<file path="config.mk">
export PLATFORM = sky130hd
export DESIGN_NAME = mips_control_unit_flat
export DESIGN_NICKNAME = d
export VERILOG_FILES = /design/src/rtl/mips_control_unit_pkg.sv /design/src/rtl/mips_control_unit_if.sv /design/src/rtl/mips_alu_decoder.sv /design/src/rtl/mips_control_unit.sv /design/src/flat_wrapper.sv
export SDC_FILE = /design/constraint.sdc
export NUM_CORES = 1
export LEC_CHECK = 0
export BUFFER_PORTS_ARGS = -buffer_cell sky130_fd_sc_hd__buf_2
export CAP_MARGIN = 20
export CORE_MARGIN = 1
export CORE_UTILIZATION = 45
export CTS_BUF_LIST = sky130_fd_sc_hd__clkbuf_8
export DETAILED_ROUTE_END_ITERATION = 16
export PLACE_DENSITY = 0.75
export REMOVE_ABC_BUFFERS = 1
export SYNTH_ARGS = -nofsm -noshare
export SYNTH_HDL_FRONTEND = slang
export SYNTH_SLANG_ARGS = --single-unit
</file>
<file path="constraint.sdc">
create_clock -name clk -period 1.8 [get_ports clk]
set_clock_uncertainty 0.1 [all_clocks]
set_input_delay 0.27 -clock clk [delete_from_list [all_inputs] [get_ports clk]]
set_output_delay 0.27 -clock clk [all_outputs]
set_load 0.1 [all_outputs]
</file>
<file path="src/rtl/mips_control_unit_pkg.sv">
// Shared types for the multi-cycle MIPS control path: instruction fields, ALU codes, FSM states, mux selects.
// Pure declarations; no timing or flow-control behaviour of its own.
package mips_control_unit_pkg;

    localparam int MIPS_OP_WIDTH    = 6;
    localparam int MIPS_FUNCT_WIDTH = 6;
    localparam int ALU_OP_WIDTH     = 3;

    typedef enum logic [MIPS_OP_WIDTH-1:0] {
        OP_RTYPE = 6'b000000,
        OP_J     = 6'b000010,
        OP_BEQ   = 6'b000100,
        OP_ADDI  = 6'b001000,
        OP_LW    = 6'b100011,
        OP_SW    = 6'b101011
    } mips_op_e;

    typedef enum logic [MIPS_FUNCT_WIDTH-1:0] {
        FN_ADD = 6'b100000,
        FN_SUB = 6'b100010,
        FN_AND = 6'b100100,
        FN_OR  = 6'b100101,
        FN_SLT = 6'b101010
    } mips_funct_e;

    typedef enum logic [ALU_OP_WIDTH-1:0] {
        ALU_ADD = 3'd0,
        ALU_SUB = 3'd1,
        ALU_AND = 3'd2,
        ALU_OR  = 3'd3,
        ALU_SLT = 3'd4
    } alu_ctrl_e;

    typedef enum logic [3:0] {
        ST_FETCH    = 4'd0,
        ST_DECODE   = 4'd1,
        ST_MEMADR   = 4'd2,
        ST_MEMRD    = 4'd3,
        ST_MEMWB    = 4'd4,
        ST_MEMWR    = 4'd5,
        ST_RTEXEC   = 4'd6,
        ST_ALUWB    = 4'd7,
        ST_ADDIEXEC = 4'd8,
        ST_ADDIWB   = 4'd9,
        ST_BRANCH   = 4'd10,
        ST_JUMP     = 4'd11
    } mips_ctrl_state_e;

    typedef enum logic [1:0] {
        PC_SRC_ALU    = 2'd0,
        PC_SRC_ALUOUT = 2'd1,
        PC_SRC_JUMP   = 2'd2
    } pc_src_e;

    typedef enum logic [1:0] {
        ALUB_REGB    = 2'd0,
        ALUB_FOUR    = 2'd1,
        ALUB_IMM     = 2'd2,
        ALUB_IMM_SH2 = 2'd3
    } alu_src_b_e;

    // Plain vectors so the whole bundle can be cleared with a single '0.
    typedef struct packed {
        logic                    mem_req;
        logic                    mem_we;
        logic                    i_or_d;
        logic                    ir_we;
        logic                    pc_we;
        logic [1:0]              pc_src;
        logic                    alu_src_a;
        logic [1:0]              alu_src_b;
        logic [ALU_OP_WIDTH-1:0] alu_op;
        logic                    reg_we;
        logic                    reg_dst;
        logic                    mem_to_reg;
        logic                    instr_done;
    } ctrl_t;

    function automatic logic op_legal(mips_op_e op);
        case (op)
            OP_RTYPE, OP_J, OP_BEQ, OP_ADDI, OP_LW, OP_SW: return 1'b1;
            default:                                       return 1'b0;
        endcase
    endfunction

endpackage

</file>
<file path="src/rtl/mips_control_unit_if.sv">
// Control-unit <-> datapath bundle: IR fields and status in, enables and mux selects out.
// Purely wiring; all timing lives in the control FSM.
interface mips_control_unit_if;
    import mips_control_unit_pkg::*;

    mips_op_e                op_i;
    mips_funct_e             funct_i;
    logic                    zero_i;
    logic                    mem_ready_i;

    logic                    mem_req_o;
    logic                    mem_we_o;
    logic                    i_or_d_o;
    logic                    ir_we_o;
    logic                    pc_we_o;
    logic [1:0]              pc_src_o;
    logic                    alu_src_a_o;
    logic [1:0]              alu_src_b_o;
    logic [ALU_OP_WIDTH-1:0] alu_op_o;
    logic                    reg_we_o;
    logic                    reg_dst_o;
    logic                    mem_to_reg_o;
    logic                    instr_done_o;
    logic                    illegal_o;

    modport master (
        input  op_i, funct_i, zero_i, mem_ready_i,
        output mem_req_o, mem_we_o, i_or_d_o, ir_we_o, pc_we_o, pc_src_o,
               alu_src_a_o, alu_src_b_o, alu_op_o, reg_we_o, reg_dst_o,
               mem_to_reg_o, instr_done_o, illegal_o
    );

    modport slave (
        output op_i, funct_i, zero_i, mem_ready_i,
        input  mem_req_o, mem_we_o, i_or_d_o, ir_we_o, pc_we_o, pc_src_o,
               alu_src_a_o, alu_src_b_o, alu_op_o, reg_we_o, reg_dst_o,
               mem_to_reg_o, instr_done_o, illegal_o
    );

endinterface

</file>
<file path="src/rtl/mips_alu_decoder.sv">
// R-type funct -> ALU control code plus a valid bit; combinational, zero latency, no flow control.
module mips_alu_decoder
    import mips_control_unit_pkg::*;
(
    input  mips_funct_e funct_i,
    output alu_ctrl_e   alu_ctrl_o,
    output logic        valid_o
);

    always_comb begin
        alu_ctrl_o = ALU_ADD;
        valid_o    = 1'b1;
        case (funct_i)
            FN_ADD:  alu_ctrl_o = ALU_ADD;
            FN_SUB:  alu_ctrl_o = ALU_SUB;
            FN_AND:  alu_ctrl_o = ALU_AND;
            FN_OR:   alu_ctrl_o = ALU_OR;
            FN_SLT:  alu_ctrl_o = ALU_SLT;
            default: valid_o    = 1'b0;
        endcase
    end

endmodule

</file>
<file path="src/rtl/mips_control_unit.sv">
// Multi-cycle MIPS main control FSM; 3-5 cycles per instruction with ready memory.
// Memory request states hold mem_req and address/control stable until mem_ready_i.
module mips_control_unit
    import mips_control_unit_pkg::*;
(
    input logic                 clk,
    input logic                 rst_n,
    mips_control_unit_if.master bus
);

    mips_ctrl_state_e state_q, state_d;
    logic             illegal_q, illegal_d;
    logic             is_sw_q, is_sw_d;
    alu_ctrl_e        rt_alu_op;
    logic             rt_valid;
    ctrl_t            ctrl;

    mips_alu_decoder u_alu_dec (
        .funct_i    (bus.funct_i),
        .alu_ctrl_o (rt_alu_op),
        .valid_o    (rt_valid)
    );

    always_ff @(posedge clk) begin
        if (!rst_n) begin
            state_q   <= ST_FETCH;
            illegal_q <= 1'b0;
            is_sw_q   <= 1'b0;
        end else begin
            state_q   <= state_d;
            illegal_q <= illegal_d;
            is_sw_q   <= is_sw_d;
        end
    end

    // Load vs store is captured in DECODE so the opcode is only looked at there.
    always_comb begin
        state_d   = state_q;
        illegal_d = illegal_q;
        is_sw_d   = is_sw_q;
        case (state_q)
            ST_FETCH: begin
                if (bus.mem_ready_i) state_d = ST_DECODE;
            end
            ST_DECODE: begin
                is_sw_d = (bus.op_i == OP_SW);
                case (bus.op_i)
                    OP_LW, OP_SW: state_d = ST_MEMADR;
                    OP_RTYPE:     state_d = ST_RTEXEC;
                    OP_ADDI:      state_d = ST_ADDIEXEC;
                    OP_BEQ:       state_d = ST_BRANCH;
                    OP_J:         state_d = ST_JUMP;
                    default: begin
                        illegal_d = 1'b1;
                        state_d   = ST_FETCH;
                    end
                endcase
            end
            ST_MEMADR:   state_d = is_sw_q ? ST_MEMWR : ST_MEMRD;
            ST_MEMRD: begin
                if (bus.mem_ready_i) state_d = ST_MEMWB;
            end
            ST_MEMWR: begin
                if (bus.mem_ready_i) state_d = ST_FETCH;
            end
            ST_RTEXEC: begin
                if (rt_valid) begin
                    state_d = ST_ALUWB;
                end else begin
                    illegal_d = 1'b1;
                    state_d   = ST_FETCH;
                end
            end
            ST_ADDIEXEC: state_d = ST_ADDIWB;
            ST_MEMWB, ST_ALUWB, ST_ADDIWB, ST_BRANCH, ST_JUMP: state_d = ST_FETCH;
            default:     state_d = ST_FETCH;
        endcase
    end

    always_comb begin
        ctrl = '0;
        case (state_q)
            ST_FETCH: begin
                ctrl.mem_req   = 1'b1;
                ctrl.alu_src_b = ALUB_FOUR;
                ctrl.alu_op    = ALU_ADD;
                ctrl.pc_src    = PC_SRC_ALU;
                ctrl.ir_we     = bus.mem_ready_i;
                ctrl.pc_we     = bus.mem_ready_i;
            end
            ST_DECODE: begin
                ctrl.alu_src_b  = ALUB_IMM_SH2;
                ctrl.alu_op     = ALU_ADD;
                ctrl.instr_done = ~op_legal(bus.op_i);
            end
            ST_MEMADR, ST_ADDIEXEC: begin
                ctrl.alu_src_a = 1'b1;
                ctrl.alu_src_b = ALUB_IMM;
                ctrl.alu_op    = ALU_ADD;
            end
            ST_MEMRD: begin
                ctrl.mem_req = 1'b1;
                ctrl.i_or_d  = 1'b1;
            end
            ST_MEMWB: begin
                ctrl.reg_we     = 1'b1;
                ctrl.mem_to_reg = 1'b1;
                ctrl.instr_done = 1'b1;
            end
            ST_MEMWR: begin
                ctrl.mem_req    = 1'b1;
                ctrl.mem_we     = 1'b1;
                ctrl.i_or_d     = 1'b1;
                ctrl.instr_done = bus.mem_ready_i;
            end
            ST_RTEXEC: begin
                ctrl.alu_src_a  = 1'b1;
                ctrl.alu_src_b  = ALUB_REGB;
                ctrl.alu_op     = rt_alu_op;
                ctrl.instr_done = ~rt_valid;
            end
            ST_ALUWB: begin
                ctrl.reg_we     = 1'b1;
                ctrl.reg_dst    = 1'b1;
                ctrl.instr_done = 1'b1;
            end
            ST_ADDIWB: begin
                ctrl.reg_we     = 1'b1;
                ctrl.instr_done = 1'b1;
            end
            ST_BRANCH: begin
                ctrl.alu_src_a  = 1'b1;
                ctrl.alu_src_b  = ALUB_REGB;
                ctrl.alu_op     = ALU_SUB;
                ctrl.pc_src     = PC_SRC_ALUOUT;
                ctrl.pc_we      = bus.zero_i;
                ctrl.instr_done = 1'b1;
            end
            ST_JUMP: begin
                ctrl.pc_src     = PC_SRC_JUMP;
                ctrl.pc_we      = 1'b1;
                ctrl.instr_done = 1'b1;
            end
            default: ctrl = '0;
        endcase
        if (!rst_n) ctrl = '0;
    end

    assign bus.mem_req_o    = ctrl.mem_req;
    assign bus.mem_we_o     = ctrl.mem_we;
    assign bus.i_or_d_o     = ctrl.i_or_d;
    assign bus.ir_we_o      = ctrl.ir_we;
    assign bus.pc_we_o      = ctrl.pc_we;
    assign bus.pc_src_o     = ctrl.pc_src;
    assign bus.alu_src_a_o  = ctrl.alu_src_a;
    assign bus.alu_src_b_o  = ctrl.alu_src_b;
    assign bus.alu_op_o     = ctrl.alu_op;
    assign bus.reg_we_o     = ctrl.reg_we;
    assign bus.reg_dst_o    = ctrl.reg_dst;
    assign bus.mem_to_reg_o = ctrl.mem_to_reg;
    assign bus.instr_done_o = ctrl.instr_done;
    assign bus.illegal_o    = illegal_q & rst_n;

endmodule

</file>
<file path="src/flat_wrapper.sv">
// flat-port wrapper written by rule: the top's interface ports become plain ports
module mips_control_unit_flat import mips_control_unit_pkg::*;
  (clk, rst_n, bus_op_i, bus_funct_i, bus_zero_i, bus_mem_ready_i, bus_mem_req_o, bus_mem_we_o, bus_i_or_d_o, bus_ir_we_o, bus_pc_we_o, bus_pc_src_o, bus_alu_src_a_o, bus_alu_src_b_o, bus_alu_op_o, bus_reg_we_o, bus_reg_dst_o, bus_mem_to_reg_o, bus_instr_done_o, bus_illegal_o);
  mips_control_unit_if bus_i ();
  input logic clk;
  input logic rst_n;
  input wire logic [$bits(bus_i.op_i)-1:0] bus_op_i;
  input wire logic [$bits(bus_i.funct_i)-1:0] bus_funct_i;
  input wire logic [$bits(bus_i.zero_i)-1:0] bus_zero_i;
  input wire logic [$bits(bus_i.mem_ready_i)-1:0] bus_mem_ready_i;
  output wire logic [$bits(bus_i.mem_req_o)-1:0] bus_mem_req_o;
  output wire logic [$bits(bus_i.mem_we_o)-1:0] bus_mem_we_o;
  output wire logic [$bits(bus_i.i_or_d_o)-1:0] bus_i_or_d_o;
  output wire logic [$bits(bus_i.ir_we_o)-1:0] bus_ir_we_o;
  output wire logic [$bits(bus_i.pc_we_o)-1:0] bus_pc_we_o;
  output wire logic [$bits(bus_i.pc_src_o)-1:0] bus_pc_src_o;
  output wire logic [$bits(bus_i.alu_src_a_o)-1:0] bus_alu_src_a_o;
  output wire logic [$bits(bus_i.alu_src_b_o)-1:0] bus_alu_src_b_o;
  output wire logic [$bits(bus_i.alu_op_o)-1:0] bus_alu_op_o;
  output wire logic [$bits(bus_i.reg_we_o)-1:0] bus_reg_we_o;
  output wire logic [$bits(bus_i.reg_dst_o)-1:0] bus_reg_dst_o;
  output wire logic [$bits(bus_i.mem_to_reg_o)-1:0] bus_mem_to_reg_o;
  output wire logic [$bits(bus_i.instr_done_o)-1:0] bus_instr_done_o;
  output wire logic [$bits(bus_i.illegal_o)-1:0] bus_illegal_o;
  assign bus_i.op_i = bus_op_i;
  assign bus_i.funct_i = bus_funct_i;
  assign bus_i.zero_i = bus_zero_i;
  assign bus_i.mem_ready_i = bus_mem_ready_i;
  assign bus_mem_req_o = bus_i.mem_req_o;
  assign bus_mem_we_o = bus_i.mem_we_o;
  assign bus_i_or_d_o = bus_i.i_or_d_o;
  assign bus_ir_we_o = bus_i.ir_we_o;
  assign bus_pc_we_o = bus_i.pc_we_o;
  assign bus_pc_src_o = bus_i.pc_src_o;
  assign bus_alu_src_a_o = bus_i.alu_src_a_o;
  assign bus_alu_src_b_o = bus_i.alu_src_b_o;
  assign bus_alu_op_o = bus_i.alu_op_o;
  assign bus_reg_we_o = bus_i.reg_we_o;
  assign bus_reg_dst_o = bus_i.reg_dst_o;
  assign bus_mem_to_reg_o = bus_i.mem_to_reg_o;
  assign bus_instr_done_o = bus_i.instr_done_o;
  assign bus_illegal_o = bus_i.illegal_o;
  mips_control_unit u_core (.clk(clk), .rst_n(rst_n), .bus(bus_i));
endmodule
</file>
==> flow_summary.toml, run 1 <==
[timing]
worst-ep-kind = "top-level output"
crit_endpoint = "bus_alu_op_o[1]"

[synthesis]
yosysWarnings = 0
syn_area_sq_um = 869.6
async_reset_ff_frac = 0
ys_ff_latch = 6
synth_seq_area_share = 0.1381
postSynthCellCount = 121
synth_top_flop_cell = "dfxtp_1"
synth_edf_count = 0
avgSynthCellArea_sq_um = 7.187
yosysUniqueCellTypes = 46

[clock_tree]
cts_max_level = 1
cts_buffer_depth = 2
cts_buffers = 3
hold_buffers = 0
clock-sinks = 6
root_buffer = "clkbuf_8"

[placement]
post-dp-hpwl_mm = 2.317
gp_congestion = 0.8649
port_buffers = 33
placed_cell_area_sq_um = 1459

[floorplanning]
num_rows = 15
die_h_um = 45.96
floorplan.die.width_um = 45.96
ios = 34
start_util = 0.4929

[run_status]
status = "stopped before the end"
haltStage = "5_1_grt"
error = "[ERROR DPL-0038] Utilization greater than 100%, impossible to legalize"

[global_route]
grt_max_degree = 14
[cell families after synthesis]
family / synth area share
XOR/XNOR: 0.03022
multiplexers: 0.02302
flip-flops: 0.1381
AND/OR/NAND/NOR: 0.4820
AO/OA/AOI/OAI: 0.2547
buffers and inverters: 0.07193
[Yosys cell counts, types with 2 or more instances]
| master | count | share of area |
|---|---|---|
| a21boi_0 | 2 | 0.017 |
| a21oi_1 | 8 | 0.046 |
| and2_1 | 2 | 0.014 |
| and2b_2 | 2 | 0.020 |
| and3_1 | 2 | 0.014 |
| buf_2 | 6 | 0.035 |
| buf_4 | 2 | 0.017 |
| dfxtp_1 | 6 | 0.14 |
| mux2i_1 | 2 | 0.023 |
| nand2_1 | 7 | 0.030 |
| nand2b_1 | 6 | 0.043 |
| nand3_1 | 3 | 0.017 |
| nand3b_1 | 3 | 0.026 |
| nor2_1 | 15 | 0.065 |
| nor2b_1 | 7 | 0.050 |
| nor3_1 | 5 | 0.029 |
| nor3b_1 | 2 | 0.017 |
| nor4b_1 | 4 | 0.040 |
| o21ai_0 | 5 | 0.029 |
| o21bai_1 | 2 | 0.017 |
| o22ai_1 | 2 | 0.014 |
| o31a_1 | 3 | 0.030 |
| xor2_1 | 2 | 0.020 |
[metrics by stage]
step | util | setup WS (ns) | cells | TNS (ns) | hold slack (ns)
after floorplan | - | -2.839 | 111 | -22.96 | 0.2979
after global placement | 0.8270 | -0.04110 | 192 | -0.05682 | 0.3603
after CTS | 0.9589 | -0.1418 | 201 | -0.5695 | 0.3713
after detailed placement | 0.8270 | -0.06130 | 192 | -0.1612 | 0.3973
[what timing repair did]
action,4_1_cts
resized for setup,38
pin swaps,11
setup endpoints to repair,14
endpoints found under the hold margin,0
setup buffers,6
==> inputs of run 2 (changes only) <==
- CORE_AREA: default -> 2 2 63 65
- CORE_MARGIN: 1 -> default
- CORE_UTILIZATION: 45 -> default
- CTS_BUF_LIST: sky130_fd_sc_hd__clkbuf_8 -> default
- DIE_AREA: default -> 0 0 65 67
- PLACE_DENSITY: 0.75 -> default
- PLACE_DENSITY_LB_ADDON: default -> 0.15
==> run 2 against run 1 <==
Effect of this change:
- the flow now finishes, with violations (negative setup slack)
- area after synthesis stayed put
- synthesized cell count unchanged
==> flow_summary.toml, run 2 <==
[critical_path]
r2r_start = "u_core.state_q[0]"
required_ns = 1.43
rrSetupSlack_ns = 0.17
cp-start-kind = "flop"
reg2reg_depth = 6
cp_max_fo = 7
r2r-end = "u_core.state_q[0]"
endpoint_kind = "output pin"
worstPathArrival_ns = 1.60
path_class = "flop to output pin"

[synthesis]
async_reset_ff_frac = 0
synth_seq_area_share = 0.1381
synth_area_leader_cell = "dfxtp_1"
postSynthCellCount = 121
avgSynthCellArea_sq_um = 7.187
syn_area_sq_um = 869.6
ys_top_cells_by_area = "dfxtp_1 14%, nor2_1 6.5%, nor2b_1 5.0%"
yosysUniqueCellTypes = 46
synthTopCellsByCount = "15 x nor2_1, 8 x a21oi_1, 7 x nand2_1, 7 x nor2b_1"
synth.top_cell.area_share = 0.1381
yosysWarnings = 0
synth_edf_count = 0
synth_top_flop_cell = "dfxtp_1"
yosysMostFrequentCell = "nor2_1"
ys_ff_latch = 6

[floorplanning]
start_util = 0.2412
ios = 34
num_rows = 22
die_area_sq_um = 4355
floorplan.die.width_um = 65
die_h_um = 67
coreArea_sq_um = 3606

[route]
dr_total_vias = 1184
dr.first_iter.drc_count = 46
routed_wl_mm = 3.066
postRouteAntennaNets = 0
drt_pass1_iterations = 4
wl_per_cell_um = 12.67
via_per_inst = 4.893
drc = 0

[placement]
gp_congestion = 0.8824
dp_cells = 230
port_buffers = 33
pre_cts_slack_ns = -0.05428
placed_cell_area_sq_um = 1588
post-dp-hpwl_mm = 2.382

[clock_tree]
cts_buffer_depth = 2
cts_tree = "done"
clock-sinks = 6
root_buffer = "clkbuf_8"
clk_pin_slew_ns = 0.04
clk_latency_ns = 0.23
hold_buffers = 0
cts_max_level = 1
cts_buffers = 3

[layout]
largest-register = "u_core.state_q"
largest_reg_flops = 4
drive_above_1_share = 0.6082
final_util = 0.5323
diodes = 0
reg_top3 = "u_core.state_q: 4 flops, u_core.illegal_q: 1 flops, u_core.is_sw_q: 1 flops"
area_growth_pct = 120.7
layout_common_cells = "39 x buf_4, 17 x buf_12, 15 x buf_2, 10 x nor2_1"
fillers = 339
nets = 212
stdcell_count = 242
mostFrequentLayoutCell = "buf_4"
design_area_sq_um = 1919

[timing]
maxSlewViolCount = 0
rsz0062_at_grt = "yes"
hold_viol = 0
setup_viol = 12
timing.final.ws_setup_ns = -0.1651
clock.fmax_ghz = 0.5089
finalCritPeriodShare = 1.092
holdWs_ns = 0.3361
max-slew-margin-rel = 0.6693
fin_crit_ns = 1.965
worst-slew-pin-transition_ns = 0.4835

[run_status]
status = "finished with violations"
failed_checks = "negative setup slack"

[hold_path]
hold_path_depth = 4
min_path_type = "primary input to flop"
hp-start = "bus_op_i[5]"
worstHoldEndpoint = "u_core.state_q[3]"

[power]
leakagePower_nw = 0.7830
power.density_nw_per_um2 = 418.4
ir_drop_v = 0.0004168

[global_route]
grt_pass1_wl_mm = 5.140
grt_max_degree = 12
grt_pass1_vias = 1168
antenna_found_initial = 0
grt_use_total = 0.1506
overflow = 0

[job]
maxCapViolations = 0
==> run 2: area by class of cell <==
class,instances,area [sq um],area share
Sequential cell,6,132.6,0.06910
Tap cell,48,60.06,0.03129
Clock buffer,3,41.29,0.02151
Timing Repair Buffer,80,827.0,0.4309
Multi-Input combinational cell,105,858.3,0.4472
==> run 2: metrics by stage <==
stage	power, W	setup TNS [ns]
global placement	0.0005219	-0.08288
detailed placement	0.0005270	-0.1191
CTS	0.0007780	-0.8990
global route	0.0008439	-2.088
floorplan	0.0003387	-22.96
finish	0.0008031	-1.268
==> run 2: worst max-delay path by stage <==
stage	startpoint	to	cells after the start
CTS	u_core.state_q[3]	bus_alu_op_o[1]	5
global placement	bus_op_i[0]	bus_instr_done_o	6
floorplan	u_core.state_q[1]	bus_alu_op_o[1]	3
detailed placement	u_core.state_q[1]	bus_alu_op_o[1]	5
global route	u_core.state_q[0]	bus_alu_op_o[1]	5
finish	u_core.state_q[3]	bus_i_or_d_o	7
==> run 2: logic make-up (layout without fill, tap and decap cells) <==
kind of cell / Yosys count / in the layout / share of synthesized area
and+or+nand+nor: 68 / 68 / 0.4820
AOI/OAI and AO/OA: 32 / 32 / 0.2547
buffers and inverters: 10 / 83 / 0.07193
DFF: 6 / 6 / 0.1381
xor gates and xnor gates: 3 / 3 / 0.03022
muxes: 2 / 2 / 0.02302
==> run 2: what timing repair did <==
item	CTS	global route
hold endpoints to repair	0	0
resized for setup	29	24
buffers inserted	5	4
endpoints found under the setup margin	14	13
pin swaps	10	8
==> run 2: layer usage <==
layer	up-vias	part of all wire	global-route usage
li1	594	-	-
met3	6	0.031	0.01351
met2	31	0.53	0.2732
met1	553	0.43	0.1752
met4	0	0.018	0.07713
met5	-	0	0
==> run 2: critical path: stages, from the launching register on <==
cell,delay (ns)
dfxtp_4,0.34
buf_4,0.13
buf_6,0.12
nand2b_4,0.18
buf_6,0.14
nor3b_2,0.15
buf_4,0.14
buf_12,0.16
==> run 2: where the power goes <==
| group | switching [W] | internal (W) |
|---|---|---|
| clock | 0.0000596 | 0.000144 |
| sequential | 0.00000631 | 0.000138 |
| combinational | 0.000244 | 0.000211 |
| total | 0.000310 | 0.000493 |
No activity file was read; power rests on OpenSTA's default activity.
